**src/rtl/coin_acceptor.sv**
```systemverilog
// Coin-slot front end: debounces the slot sensor, classifies coins into credit units,
// buffers them in a small FIFO and hands them to the vending FSM while it accepts credit.
//   state | meaning
//   IDLE  | slot empty, waiting for a rising sensor
//   QUAL  | sensor high, counting stable cycles before trusting it
//   HELD  | coin qualified and type latched, waiting for it to leave the slot
//   JAM   | coin stuck too long, waiting for a clean release before returning it
module coin_acceptor #(
  parameter int DEB_CYCLES   = 4,
  parameter int STUCK_CYCLES = 64,
  parameter int FIFO_DEPTH   = 4
) (
  input  logic                          clk,
  input  logic                          rst,
  input  logic                          coin_sense,
  input  logic [1:0]                    coin_type,
  input  logic                          accept_en,
  output logic [3:0]                    coin_in,
  output logic                          reject_out,
  output logic                          jam_out,
  output logic [$clog2(FIFO_DEPTH):0]   pending_out
);

  localparam int DW = $clog2(DEB_CYCLES + 1);
  localparam int SW = $clog2(STUCK_CYCLES + 1);
  localparam int PW = $clog2(FIFO_DEPTH);
  localparam int CW = PW + 1;

  typedef enum logic [1:0] {IDLE, QUAL, HELD, JAM} state_t;

  state_t          state_q, state_d;
  logic [DW-1:0]   qual_q, qual_d;
  logic [DW-1:0]   low_q, low_d;
  logic [SW-1:0]   stuck_q, stuck_d;
  logic [1:0]      type_q, type_d;
  logic            reject_q, reject_d;

  logic [2:0]      mem_q [FIFO_DEPTH];
  logic [PW-1:0]   wr_q, rd_q;
  logic [CW-1:0]   cnt_q, cnt_d;

  logic            low_done;
  logic            push_req;
  logic            push;
  logic            pop;
  logic            full;
  logic            empty;
  logic [2:0]      push_val;

  // Timers count down to 1; reaching 1 on a qualifying cycle is the terminal count.
  assign low_done = !coin_sense && (low_q == DW'(1));
  assign full     = (cnt_q == CW'(FIFO_DEPTH));
  assign empty    = (cnt_q == '0);
  assign pop      = accept_en && !empty;
  assign push     = push_req && (!full || pop);

  always_ff @(posedge clk or negedge rst) begin
    if (!rst) begin
      state_q  <= IDLE;
      qual_q   <= '0;
      low_q    <= '0;
      stuck_q  <= '0;
      type_q   <= '0;
      reject_q <= 1'b0;
    end else begin
      state_q  <= state_d;
      qual_q   <= qual_d;
      low_q    <= low_d;
      stuck_q  <= stuck_d;
      type_q   <= type_d;
      reject_q <= reject_d;
    end
  end

  always_comb begin
    state_d = state_q;
    qual_d  = qual_q;
    low_d   = low_q;
    stuck_d = stuck_q;
    type_d  = type_q;
    case (state_q)
      IDLE: begin
        if (coin_sense) begin
          state_d = QUAL;
          qual_d  = DW'(DEB_CYCLES - 1);
        end
      end
      QUAL: begin
        if (!coin_sense) begin
          state_d = IDLE;
        end else if (qual_q == DW'(1)) begin
          state_d = HELD;
          type_d  = coin_type;
          stuck_d = SW'(STUCK_CYCLES);
          low_d   = DW'(DEB_CYCLES);
        end else begin
          qual_d = qual_q - DW'(1);
        end
      end
      HELD: begin
        low_d   = coin_sense ? DW'(DEB_CYCLES) : low_q - DW'(1);
        stuck_d = stuck_q - DW'(0) - SW'(1);
        // A coin that clears the slot on the same cycle the stuck timer expires still counts as passed.
        if (low_done) begin
          state_d = IDLE;
        end else if (stuck_q == SW'(1)) begin
          state_d = JAM;
        end
      end
      JAM: begin
        low_d = coin_sense ? DW'(DEB_CYCLES) : low_q - DW'(1);
        if (low_done) begin
          state_d = IDLE;
        end
      end
      default: state_d = IDLE;
    endcase
  end

  always_comb begin
    jam_out  = (state_q == JAM);
    push_req = (state_q == HELD) && low_done && (type_q != 2'b11);
    reject_d = ((state_q == HELD) && low_done && ((type_q == 2'b11) || (full && !pop)))
             || ((state_q == JAM) && low_done);
    case (type_q)
      2'b00:   push_val = 3'd1;
      2'b01:   push_val = 3'd2;
      2'b10:   push_val = 3'd5;
      default: push_val = 3'd0;
    endcase
  end

  always_comb begin
    cnt_d = cnt_q;
    case ({push, pop})
      2'b10:   cnt_d = cnt_q + CW'(1);
      2'b01:   cnt_d = cnt_q - CW'(1);
      default: cnt_d = cnt_q;
    endcase
  end

  always_ff @(posedge clk or negedge rst) begin
    if (!rst) begin
      wr_q  <= '0;
      rd_q  <= '0;
      cnt_q <= '0;
    end else begin
      cnt_q <= cnt_d;
      if (push) wr_q <= wr_q + PW'(1);
      if (pop)  rd_q <= rd_q + PW'(1);
    end
  end

  always_ff @(posedge clk) begin
    if (push) mem_q[wr_q] <= push_val;
  end

  assign coin_in     = pop ? {1'b0, mem_q[rd_q]} : 4'd0;
  assign reject_out  = reject_q;
  assign pending_out = cnt_q;

endmodule

```
**config.mk**
```make
export PLATFORM = sky130hd
export DESIGN_NAME = coin_acceptor
export DESIGN_NICKNAME = d
export VERILOG_FILES = /design/src/rtl/coin_acceptor.sv
export SDC_FILE = /design/constraint.sdc
export NUM_CORES = 1
export LEC_CHECK = 0
export BUFFER_PORTS_ARGS = -buffer_cell sky130_fd_sc_hd__buf_2
export CORE_ASPECT_RATIO = 1.1
export CORE_MARGIN = 2
export CORE_UTILIZATION = 58
export CTS_BUF_LIST = sky130_fd_sc_hd__clkbuf_4 sky130_fd_sc_hd__clkbuf_8
export CTS_CLUSTER_DIAMETER = 150
export CTS_CLUSTER_SIZE = 25
export DETAILED_ROUTE_END_ITERATION = 6
export PLACE_DENSITY = 0.78
export SYNTH_ARGS = -nofsm -noshare
export SYNTH_HDL_FRONTEND = slang
export SYNTH_SLANG_ARGS = --single-unit
```
**constraint.sdc**
```tcl
create_clock -name clk -period 4.1 [get_ports clk]
set_input_delay 0.205 -clock clk [delete_from_list [all_inputs] [get_ports clk]]
set_output_delay 0.205 -clock clk [all_outputs]
set_load 0.005 [all_outputs]
```
; ---- Yosys cells after proc, flatten, opt, wreduce, memory -nomap -nowiden
; Memories as Yosys holds them, arrays and structs flattened.
; Cells that the tools add are included.
[word_totals]
regBits = 25
ram_bits = 12
in_bits = 6
out_inout_bits = 9
elab_cells = 88
memories = 1
[op_classes]
n_addsub = 7
n_eq_ne = 20
muxes = 23
reduce_logical = 28
[mem_list]
columns = name, depth, word_bits, rd, rd_clocked_by_memory_dff, write_ports, line
row1 = mem_q, 4, 3, 1, 0, 1, 38  ; logic [2:0] mem_q [FIFO_DEPTH];
[ops]
columns = op, n
row1 = 3-bit 2-to-1 mux, 7
row2 = 3-bit case mux with 2 select lines, 3
row3 = 7-bit 2-to-1 mux, 2
row4 = 7-bit case mux with 2 select lines, 1
row5 = 2-bit 2-to-1 mux, 6
row6 = "2-bit == test, second input constant", 5
row7 = "2-bit != test, second input constant", 5
row8 = 3-bit case mux with 3 select lines, 1
row9 = 3-bit AND reduction, 3
row10 = "3-bit by 1-bit subtractor with 3-bit output, second input constant", 3
row11 = 1-bit logical AND, 8
row12 = 2-bit case mux with 4 select lines, 1
row13 = 4-bit AND reduction, 2
row14 = 2-bit nonzero test, 4
row15 = "7-bit by 1-bit == test with 1-bit output, second input constant", 1
row16 = "7-bit by 1-bit subtractor with 7-bit output, second input constant", 1
row17 = "2-bit by 1-bit == test with 1-bit output, second input constant", 3
row18 = "3-bit by 1-bit == test with 1-bit output, second input constant", 2
row19 = "3-bit != test, second input constant", 2
row20 = "2-bit by 1-bit adder with 2-bit output, second input constant", 2
row21 = 1-bit logical NOT, 4
row22 = 2-bit logical NOT, 2
row23 = "3-bit by 1-bit adder with 3-bit output, second input constant", 1
row24 = "3-bit == test, second input constant", 1
row25 = other kinds (5), 8

; ---- Longest topological paths before layout
[logic_depth]
depth_word = 8
depth_mapped = 9
mapped_depth_nobuf = 9

; ---- Least setup slack after synthesis
; No wires, ideal clock.
[synth_path]
path_kind = register to register
startpoint = register low_q[0]
endpoint = register cnt_q[1] (netlist: pending_out[1])
setup_time_ps = 126
t_arrival_ps = 1985
required_time_ps = 3974
path_slack_ps = 1989
path_stages_with_launch = 9
path_buffers = 0
synth_period_minus_slack_ps = 2111
path_cell_list = dfrtp_1 ha_1 nor3b_4 a31oi_1 inv_1 fa_1 nor4b_1 o211ai_1 o311a_1
[synth_between]
elab_chain_cells = 7
[synth_lines]
columns = item, line
row1 = "start, declared", 33  ; logic [DW-1:0] low_q, low_d;
row2 = "start signal, assigned", 68  ; low_q <= low_d;
row3 = 3-bit by 1-bit == test with 1-bit output (*), 51  ; assign low_done = !coin_sense && (low_q == DW'(1));
row4 = 1-bit logical AND (*), 51
row5 = 1-bit logical AND (*) (2 in a row), 122  ; push_req = (state_q == HELD) && low_done && (type_q != 2'b11);
row6 = 1-bit logical AND (*), 55  ; assign push = push_req && (!full || pop);
row7 = 2-bit by 1-bit == test with 1-bit output or 2-bit == test (tied branches), 135  ; case ({push, pop})
row8 = 3-bit case mux with 2 select lines or 2-bit nonzero test (tied branches), n/a
row9 = "end signal, assigned", 148  ; cnt_q <= cnt_d;
row10 = "end, declared", 40  ; logic [CW-1:0] cnt_q, cnt_d;
; Every way passes the cells marked *; elsewhere a longest branch is shown, timed or not.
; A chain may end at the register's enable or synchronous reset.

; ---- Worst setup path in the final report
[layout_path]
startpoint = register cnt_q[1] (netlist: pending_out[1])
endpoint = register cnt_q[1] (netlist: pending_out[1])
[layout_between]
elab_chain_cells = 7
[layout_lines]
columns = item, line
row1 = 3-bit logical NOT, 53  ; assign empty = (cnt_q == '0);
row2 = 1-bit logical NOT, 54  ; assign pop = accept_en && !empty;
row3 = 1-bit logical AND, 54
row4 = 1-bit logical OR, 55
row5 = 1-bit logical AND, 55
row6 = 2-bit by 1-bit == test with 1-bit output or 2-bit == test (tied branches), 135
row7 = 3-bit case mux with 2 select lines or 2-bit nonzero test (tied branches), n/a
; Parallel ways exist; a longest one is shown, timed or not.

==> results.py <==
metrics = {
    "setup_path": {
        "path_max_fanout": 7,
        "required_ns": 4.37,
        "crit_arrival_ns": 2.67,
        "crit_path_end_kind": "register",
        "start_kind": "register",
        "worst-setup-path-type": "register to register",
    },
    "logic_synthesis": {
        "synth_area_um2": 1876,
        "synth_cells": 160,
        "synth_seq_area_share_pct": 52.57,
        "synth_edf_count": 12,
        "synth_nets": 177,
        "ys_types": 41,
        "synth-seq-cells": 37,
        "avgSynthCellArea_um2": 11.72,
        "synth-async-reset-ratio_pct": 67.57,
        "ys.flop_type": "dfrtp_1",
        "yosysWarningCount": 0,
    },
    "power_and_ir_drop": {
        "p_int_uw": 814.6,
        "p_per_area_nw_per_um2": 654.6,
        "seq_power_share_pct": 50.1,
        "leakage_nw": 0.8617,
        "p_sw_uw": 515.5,
        "pwr-share-clk_pct": 13.7,
        "vdd_drop_max_mv": 0.4517,
        "switching_share_pct": 38.76,
        "p_comb_share_pct": 36.1,
    },
    "detailed_routing": {
        "first_iter_violations": 39,
        "wl_um": 3321,
        "post_drt_wl_per_cell_um": 15.59,
        "detail_route.first_pass.iterations": 4,
        "vias": 1233,
        "drc": 0,
        "vias_per_cell": 5.789,
        "ant_nets": 0,
    },
    "sta": {
        "tightest_slew_ns": 0.5691,
        "relSlewSlack_pct": 61.73,
        "setup_violations": 0,
        "finalHoldViolations": 0,
        "finalClockSkew_ns": 0.01092,
        "min_period_ns": 2.402,
        "finalSetupTns_ns": 0,
        "rsz0062_at_grt": "no",
        "timing.final.crit_share_pct": 58.57,
        "max_freq_mhz": 416.4,
        "drv_slew": 0,
    },
    "cts": {
        "cts_made_buffers": 5,
        "cts_buffer_depth": 2,
        "path_clk_slew_ns": 0.11,
        "cts_tree": "done",
        "cts_max_level": 2,
        "cts.sinks": 37,
        "clkLatencyLatePin_ns": 0.34,
        "cts_root_buf": "clkbuf_4",
    },
    "floorplan": {
        "core_area_um2": 3074,
        "die_x_um": 58.22,
        "start_util_pct": 61.01,
        "pin_count": 15,
        "dieArea_um2": 3705,
        "die_h_um": 63.64,
        "std_cell_rows": 21,
    },
    "global_routing": {
        "grt_pass1_vias": 1268,
        "gr-usage-all-layers_pct": 21.28,
        "grt_max_degree": 26,
        "antenna_found_initial": 0,
        "grt_overflow_total": 0,
        "grt_pass1_wl_um": 5830,
    },
    "layout": {
        "syn_to_final_growth_pct": 8.339,
        "nNetsFinal": 195,
        "layout-drive-gt1-share_pct": 18.44,
        "multi_input_area_um2": 820.8,
        "fin_util_pct": 66.10,
        "fillers": 256,
        "insertedDiodeCount": 0,
        "regArea_um2": 985.9,
    },
    "hold_path": {
        "hp-class": "input pin to register",
    },
    "placed_design": {
        "gp_congestion": 0.7374,
        "io_buffers": 13,
        "hpwl_um": 2572,
    },
    "status": {
        "status": "finished, final reports clean",
    },
    "flow_run": {
        "drv_cap": 0,
    },
}
-- layout by cell type, fill, tap and decap left out, drive strengths merged, types with 5 or more instances in the layout --
| master | Yosys | routed |
|---|---|---|
| a21oi | 8 | 8 |
| and2 | 9 | 9 |
| buf | 2 | 13 |
| clkbuf | 1 | 5 |
| dfrtp | 25 | 25 |
| edfxtp | 12 | 12 |
| ha | 10 | 10 |
| inv | 14 | 14 |
| nand2 | 8 | 8 |
| nand3 | 8 | 8 |
| nor2 | 9 | 9 |
| nor4b | 5 | 5 |
| o21ai | 9 | 9 |
| xnor2 | 5 | 5 |
-- metrics by stage --
| step | total power [mW] | hold WS, ns | cell area, um2 | setup WS, ns | std cells |
|---|---|---|---|---|---|
| after floorplan | 1.011 | -0.09059 | 1876 | 1.989 | 160 |
| after global placement | 1.107 | 0.2211 | 1967 | 1.922 | 204 |
| after detailed placement | 1.157 | 0.2346 | 1967 | 1.715 | 204 |
| after CTS | 1.340 | 0.08774 | 2032 | 1.694 | 213 |
| after global routing | 1.447 | 0.07081 | 2032 | 1.462 | 213 |
| final | 1.330 | 0.09621 | 2032 | 1.698 | 213 |
-- worst paths after layout --
kind	startpoint	end	slack (ns)	cells past startpoint
worst max-delay path	pending_out[1]$_DFFE_PN0P_	pending_out[1]$_DFFE_PN0P_	1.70	7
worst min-delay path	coin_type[0]	type_q[0]$_DFFE_PN0P_	0.1	2
worst max register to register	pending_out[1]$_DFFE_PN0P_	pending_out[1]$_DFFE_PN0P_	1.70	7
worst min register to register	stuck_q[6]$_DFFE_PN0P_	stuck_q[6]$_DFFE_PN0P_	0.51	1
max in group asynchronous	rst	qual_q[1]$_DFFE_PN0P_	3.32	2
min in group asynchronous	rst	stuck_q[6]$_DFFE_PN0P_	0.39	2
-- what timing repair did --
item	4_1_cts	5_1_grt
hold buffers	1	0
endpoints found under the hold margin	25	0
setup buffers	0	0
setup endpoints to repair	0	0
resized for setup	0	0
-- routing by layer --
layer | up-vias | share of wire [%] | global-route usage (%)
li1 | 599 | - | -
met1 | 599 | 43 | 27.75
met2 | 29 | 50 | 33.81
met3 | 6 | 4.8 | 6.366
met4 | 0 | 1.6 | 6.977
met5 | - | 0 | 0
-- state kept, by name (all words and copies together) (netlist names), 2 cells and up --
signal,flops
mem_q,12
stuck_q,7
low_q,3
pending_out,3
qual_q,3
rd_q,2
state_q,2
type_q,2
wr_q,2
-- worst max-delay path, stage by stage, from the launching register on --
cell and delay, ns:
dfrtp_1 0.48, o31ai_1 0.56, a31oi_1 0.18, inv_1 0.11
fa_1 0.43, nor4b_1 0.16, o211ai_1 0.22, o311a_1 0.20
-- logic make-up (layout without fill, tap and decap cells) --
logic type	Yosys count	after routing	synth area share (%)
mux	6	6	5.337
compound gates	28	28	9.541
other cells	1	1	0.1999
simple gates	55	55	18.61
xor+xnor	5	5	2.335
flops	37	37	52.57
buf+inv	17	36	3.669
fa+ha+maj	11	11	7.739
-- power by group through the flow --
| stage | logic, mW | registers, mW | clock network, mW |
|---|---|---|---|
| detailed placement | 0.483 | 0.674 | 0 |
| floorplan | 0.392 | 0.619 | 0 |
| global route | 0.553 | 0.691 | 0.204 |
| global placement | 0.452 | 0.654 | 0 |
| finish | 0.481 | 0.667 | 0.183 |
| CTS | 0.486 | 0.665 | 0.189 |
-- cell usage after synthesis (2+ instances only) --
cell type / n / area share, %
o21ai_0: 9 / 2.4
xnor2_1: 5 / 2.3
a21oi_1: 8 / 2.1
edfxtp_1: 12 / 19
nand3_1: 8 / 2.1
inv_1: 14 / 2.8
nand2_1: 8 / 1.6
nor2b_1: 4 / 1.3
and2_1: 9 / 3.0
dfrtp_1: 25 / 33
a31oi_1: 2 / 0.67
nor4b_1: 3 / 1.4
ha_1: 10 / 6.7
mux2_2: 2 / 1.2
nor3_1: 4 / 1.1
mux4_2: 3 / 3.6
nand2b_1: 2 / 0.67
nor2_1: 9 / 1.8
-- area by class of cell --
type	count	area share, %
flip-flops and latches	37	48.52
inverters	14	2.586
well taps	34	2.094
multi-input cells	106	40.39
clock buffers	5	1.847
clock inverters	3	0.8621
repair buffers	14	3.695
(Power assumes the default switching activity.)
